==> src/rtl/uart_receiver_pkg.sv <==
// rtl/uart_receiver_pkg.sv - shared UART definitions
// Purpose: frame width, receiver FSM state encoding and the prescaler
//          divide helper shared by the receive and transmit paths.
package uart_receiver_pkg;

  localparam int DATA_BITS = 8;

  typedef enum logic [1:0] {
    ST_IDLE  = 2'd0,
    ST_START = 2'd1,
    ST_DATA  = 2'd2,
    ST_STOP  = 2'd3
  } rx_state_t;

  // Clocks per oversample tick, truncated; never below 1 so the prescaler
  // always has a valid terminal count.
  function automatic int calc_div(input int clk_freq, input int baud_rate,
                                  input int oversample);
    int div;
    div = clk_freq / (baud_rate * oversample);
    if (div < 1) div = 1;
    return div;
  endfunction

endpackage

==> src/rtl/baud_tick_gen.sv <==
// rtl/baud_tick_gen.sv - free-running prescaler producing a 1-cycle tick
// Purpose: divides clk by DIV and emits a one-cycle enable each period.
// Ports:
//   clk    in  system clock
//   reset  in  asynchronous active-high reset, counter restarts from 0
//   tick   out one-cycle enable every DIV clocks
module baud_tick_gen #(
  parameter int DIV = 10
) (
  input  logic clk,
  input  logic reset,
  output logic tick
);

  localparam int CNT_W = (DIV > 1) ? $clog2(DIV) : 1;
  localparam logic [CNT_W-1:0] LAST = CNT_W'(DIV - 1);

  logic [CNT_W-1:0] r_cnt;
  logic             w_wrap;

  assign w_wrap = (r_cnt == LAST);
  assign tick   = w_wrap;

  always_ff @(posedge clk or posedge reset) begin
    if (reset) begin
      r_cnt <= '0;
    end else if (w_wrap) begin
      r_cnt <= '0;
    end else begin
      r_cnt <= r_cnt + 1'b1;
    end
  end

endmodule

==> src/rtl/uart_receiver.sv <==
// rtl/uart_receiver.sv - 8N1 UART receiver with 16x oversampling
// Purpose: deserialises rx frames into bytes with mid-bit sampling and
//          flags frames whose stop bit is sampled low.
// Ports:
//   clk            in   system clock
//   reset          in   asynchronous active-high reset
//   rx             in   serial line, idle high, asynchronous to clk
//   rx_data        out  last correctly framed byte, LSB first on the line
//   rx_valid       out  one-cycle strobe, rx_data updated
//   framing_error  out  one-cycle strobe, stop bit sampled low
//   rx_busy        out  high from start detect until return to idle
module uart_receiver
  import uart_receiver_pkg::*;
#(
  parameter int CLK_FREQ   = 50_000_000,
  parameter int BAUD_RATE  = 9600,
  parameter int OVERSAMPLE = 16
) (
  input  logic                 clk,
  input  logic                 reset,
  input  logic                 rx,
  output logic [DATA_BITS-1:0] rx_data,
  output logic                 rx_valid,
  output logic                 framing_error,
  output logic                 rx_busy
);

  localparam int DIV    = calc_div(CLK_FREQ, BAUD_RATE, OVERSAMPLE);
  localparam int TICK_W = $clog2(OVERSAMPLE);
  localparam int BIT_W  = $clog2(DATA_BITS);

  localparam logic [TICK_W-1:0] HALF_LAST = TICK_W'(OVERSAMPLE / 2 - 1);
  localparam logic [TICK_W-1:0] FULL_LAST = TICK_W'(OVERSAMPLE - 1);
  localparam logic [BIT_W-1:0]  BIT_LAST  = BIT_W'(DATA_BITS - 1);

  logic                 w_tick;
  logic                 r_rx_meta;
  logic                 r_rx_s;
  rx_state_t            r_state;
  logic [TICK_W-1:0]    r_tick_cnt;
  logic [BIT_W-1:0]     r_bit_cnt;
  logic [DATA_BITS-1:0] r_shift;
  logic [DATA_BITS-1:0] r_rx_data;
  logic                 r_rx_valid;
  logic                 r_framing_error;
  logic                 r_rx_busy;

  baud_tick_gen #(
    .DIV(DIV)
  ) u_tick (
    .clk  (clk),
    .reset(reset),
    .tick (w_tick)
  );

  // Two-flop synchroniser; resets to the idle line level so no false start.
  always_ff @(posedge clk or posedge reset) begin
    if (reset) begin
      r_rx_meta <= 1'b1;
      r_rx_s    <= 1'b1;
    end else begin
      r_rx_meta <= rx;
      r_rx_s    <= r_rx_meta;
    end
  end

  always_ff @(posedge clk or posedge reset) begin
    if (reset) begin
      r_state         <= ST_IDLE;
      r_tick_cnt      <= '0;
      r_bit_cnt       <= '0;
      r_shift         <= '0;
      r_rx_data       <= '0;
      r_rx_valid      <= 1'b0;
      r_framing_error <= 1'b0;
      r_rx_busy       <= 1'b0;
    end else begin
      r_rx_valid      <= 1'b0;
      r_framing_error <= 1'b0;
      case (r_state)
        // Start detection is not tick-gated so the edge is caught within
        // one clock; the tick phase then sets the sampling uncertainty.
        ST_IDLE: begin
          if (!r_rx_s) begin
            r_state    <= ST_START;
            r_tick_cnt <= '0;
            r_rx_busy  <= 1'b1;
          end
        end
        // Half a bit in: still low means a real start bit, else a glitch.
        ST_START: begin
          if (w_tick) begin
            if (r_tick_cnt == HALF_LAST) begin
              r_tick_cnt <= '0;
              if (!r_rx_s) begin
                r_state   <= ST_DATA;
                r_bit_cnt <= '0;
              end else begin
                r_state   <= ST_IDLE;
                r_rx_busy <= 1'b0;
              end
            end else begin
              r_tick_cnt <= r_tick_cnt + 1'b1;
            end
          end
        end
        // LSB arrives first, so shifting in at the MSB and moving right
        // leaves the byte in natural order after the eighth bit.
        ST_DATA: begin
          if (w_tick) begin
            if (r_tick_cnt == FULL_LAST) begin
              r_tick_cnt <= '0;
              r_shift    <= {r_rx_s, r_shift[DATA_BITS-1:1]};
              if (r_bit_cnt == BIT_LAST) begin
                r_state <= ST_STOP;
              end else begin
                r_bit_cnt <= r_bit_cnt + 1'b1;
              end
            end else begin
              r_tick_cnt <= r_tick_cnt + 1'b1;
            end
          end
        end
        // Leaving at mid-stop lets a start bit right after the stop bit
        // be seen without any idle gap.
        ST_STOP: begin
          if (w_tick) begin
            if (r_tick_cnt == FULL_LAST) begin
              r_tick_cnt <= '0;
              r_state    <= ST_IDLE;
              r_rx_busy  <= 1'b0;
              if (r_rx_s) begin
                r_rx_data  <= r_shift;
                r_rx_valid <= 1'b1;
              end else begin
                r_framing_error <= 1'b1;
              end
            end else begin
              r_tick_cnt <= r_tick_cnt + 1'b1;
            end
          end
        end
        default: begin
          r_state   <= ST_IDLE;
          r_rx_busy <= 1'b0;
        end
      endcase
    end
  end

  assign rx_data       = r_rx_data;
  assign rx_valid      = r_rx_valid;
  assign framing_error = r_framing_error;
  assign rx_busy       = r_rx_busy;

endmodule
==> config.mk <==
export PLATFORM = sky130hd
export DESIGN_NAME = uart_receiver
export DESIGN_NICKNAME = d
export VERILOG_FILES = /design/src/rtl/uart_receiver_pkg.sv /design/src/rtl/baud_tick_gen.sv /design/src/rtl/uart_receiver.sv
export SDC_FILE = /design/constraint.sdc
export NUM_CORES = 1
export LEC_CHECK = 0
export ABC_AREA = 1
export CORE_MARGIN = 8
export CORE_UTILIZATION = 47
export CTS_BUF_LIST = sky130_fd_sc_hd__clkbuf_8
export CTS_CLUSTER_DIAMETER = 60
export DETAILED_ROUTE_END_ITERATION = 12
export GPL_TIMING_DRIVEN = 0
export PLACE_DENSITY_LB_ADDON = 0.08
export SLEW_MARGIN = 15
export SYNTH_ARGS = -nofsm -noshare
export SYNTH_HDL_FRONTEND = slang
export SYNTH_SLANG_ARGS = --single-unit
==> constraint.sdc <==
create_clock -name clk -period 2.47 [get_ports clk]
set_input_delay 0.494 -clock clk [delete_from_list [all_inputs] [get_ports clk]]
set_output_delay 0.494 -clock clk [all_outputs]
set_load 0.01 [all_outputs]
==> summary.md <==
| Metric | Value |
|---|---|
| CTS H-tree lvls | 2 |
| Final wirelength | 3270 µm |
| Kind of cell adding the most delay to the critical path | buffers and inverters |
| Clock tree buffer depth | 2 |
| Root Buffer Master | clkbuf_8 |
| Final worst path period need | 1.69 ns |
| Die height | 79.7 µm |
| Via count of the first global-routing pass | 1329 |
| Post-synth cell types | 24 |
| PostCTS Resize Cnt | 0 |
| Die area | 6350 µm² |
| Clock-pin slew on the worst setup and hold paths | 0.07 ns |
| FF-to-FF End | r_bit_cnt[0] |
| Total grt overflow | 0 |
| Hold_buf cts | 0 |
| Ys Warns | 0 |
| Final worst-path cycle share | 68.6% |
| Filler Cell Count | 352 |
| Final Power | 0.00107 W |
| Row Count | 23 |
| Iter 0 DRT Violations | 64 |
| Crit-path max cell delay | 0.55 ns |
| Worst setup SP type | register |
| Die W | 79.7 µm |
| Leak Pwr | 1.14 nW |
| DRT Pass-1 Iters | 4 |
| Ranking of synthesized cells by area | dfrtp_1, nand2_1, o21ai_2 |
| Initial Util | 48.4% |
| Overall Global Routing Usage | 11.5% |
| Largest net degree at the start of global routing | 26 |
| PwrDens | 484 nW/µm² |
| Worst r2r src | u_tick.r_cnt[0] |
| Buf/Inv on CP | 1 |
| First-pass GRT wire length | 5870 µm |
| Post-CTS setup buffers | 0 |
| RSZ-0062 raised after global routing | no |
| CORE AREA | 3940 µm² |
| Setup violators final | 0 |
| Initial antenna violation count | 0 |
| Diodes inserted | 0 |
| Crit-path cells | clkdlybuf4s50_1 |
| Hold_sp | r_rx_meta |
| Share of the synthesized area in the top cell type | 48.6% |
| Final hold violation count | 0 |
| Syn nets | 223 |
| CTS sink cnt | 39 |
| Gp weighted congestion | 0.832 |
| Fin Clk Skew | 0.00587 ns |
| Placed wire-length estimate | 2510 µm |
| CP max FO | 2 |
| HP Class | reg2reg |
| Post-route DRC violation count | 0 |
| Fmax achieved | 590 MHz |
| Max-slew violation count | 0 |
| Clk Latency, worst-skew pair | 0.28 ns |
| Status | finished clean |
| Least-Margin Pin Slew | 0.357 ns |
| Routed Antenna Nets | 0 |
| Vias per inst | 4.79 |
| Critical Path Slowest Stage Cell | clkdlybuf4s50_1 |
| WHS Path Cells | 0 |
| Worst R2R Path Depth | 9 |
| WHS Endpoint | r_rx_s |
| TritonCTS clock tree | built |
| Peak VDD IR | 0.288 mV |
| I/O Pins | 14 |
| Gate Count Post-Synth | 215 |
| Max Cap Viol | 0 |
| CTS Buf Count | 5 |
| FF-to-FF setup slack | 0.89 ns |
| Routed via count | 1375 |
| Fin nets | 244 |
| Required time of the worst setup path | 1.98 ns |
| Mean Syn Cell Area | 8.87 µm² |
| Sequential share of the synthesized area | 51.3% |
| Area Overhead vs Synth | 16.0% |
| Final Util | 56.1% |
| Biggest area consumer among synthesized cells | dfrtp_1 |
| CP endpoint kind | output port |
| Headroom to the max-slew limit | 76.2% |
| Fin Setup TNS | 0 ns |
| WP data arrival | 1.20 ns |
| Syn Std Cell Area | 1910 µm² |
| Routed wire per std cell | 11.4 µm |
| Layout cells sized above 1 | 18.6% |
| Synth Register Bits | 39 |
| WS Path Type | reg2out |
| Port Buf Inserts | 13 |
power breakdown:
group	leakage (nW)	switching [W]	total [W]	internal, W
Clock	0.0453	0.000213	0.000406	0.000193
Combinational	0.580	0.0000150	0.0000231	0.00000803
Sequential	0.513	0.000000786	0.000642	0.000641
metal layers:
layer  share of wire [%]  GRT usage, %  up-vias
met3                 3.7          4.05        4
met5                   0             0        -
li1                    -             -      712
met1                  47          13.8      643
met2                  48          18.3       16
met4                 1.3          4.44        0
cells by family after synthesis:
kind of cell    count (synthesis)  synth area share (%)
flops                          39                  51.3
xor+xnor                        4                  1.84
simple gates                  107                  26.2
buf+inv                        37                  8.27
mux                             1                 0.525
fa+ha+maj                       5                  3.28
compound gates                 22                  8.60
worst max-delay path by stage:
stage               slack, ns            start  cells after the start           end
finish                   0.78       rx_data[6]                      1    rx_data[6]
global route             0.72       rx_data[6]                      1    rx_data[6]
CTS                      0.75       rx_data[6]                      1    rx_data[6]
detailed placement       0.89  u_tick.r_cnt[0]                      9  r_bit_cnt[0]
global placement         0.29            reset                      2  r_bit_cnt[2]
floorplan                1.07  u_tick.r_cnt[0]                     10    rx_data[5]
cell usage in the layout (no fill, tap or decap), types with 2 or more instances in the layout:
master,n
nor2_4,2
nand2_1,52
dfstp_2,2
nand4_1,5
a21oi_1,4
o21ai_0,3
clkbuf_8,5
dfrtp_1,37
clkdlybuf4s50_1,13
ha_1,5
nor2_1,21
buf_6,2
nand2_2,7
nor2_2,2
nand3_1,14
xor2_1,4
nand2_4,2
inv_2,2
o21ai_2,14
inv_1,32
Yosys cell counts, drive strengths merged:
master and n:
mux2i 1, o21ai 17, nand3 15, buf 3, nor3 1, inv 34, nand4 5, dfrtp 37
ha 5, dfstp 2, xor2 4, nor2 25, nand2 61, a21oi 4, o22ai 1
metrics by stage:
stage	hold WS (ns)	area [µm²]	std cells	setup WS [ns]
floorplan	0.345	1910	215	1.07
global placement	0.347	2100	278	0.288
detailed placement	0.347	2130	279	0.892
CTS	0.358	2210	287	0.750
global route	0.362	2210	287	0.723
finish	0.356	2210	287	0.776
flip-flops by register name, indices dropped and copies added, names as in the netlist, named ones only:
register / cells
rx_valid: 1
r_shift: 8
r_rx_meta: 1
r_bit_cnt: 3
framing_error: 1
r_rx_s: 1
rx_busy: 1
r_tick_cnt: 4
r_state: 1
rx_data: 8
u_tick.r_cnt: 9
layout make-up:
| class | instances | area (µm²) | share of cell area, % |
|---|---|---|---|
| Sequential cell | 39 | 978 | 44.2 |
| Multi-Input combinational cell | 139 | 771 | 34.8 |
| Timing Repair Buffer | 14 | 158 | 7.13 |
| Inverter | 34 | 130 | 5.88 |
| Clock buffer | 5 | 68.8 | 3.11 |
| Tap cell | 50 | 62.6 | 2.83 |
| Buffer | 3 | 27.5 | 1.24 |
| Clock inverter | 3 | 16.3 | 0.735 |
No activity file was read; power rests on OpenSTA's default activity.
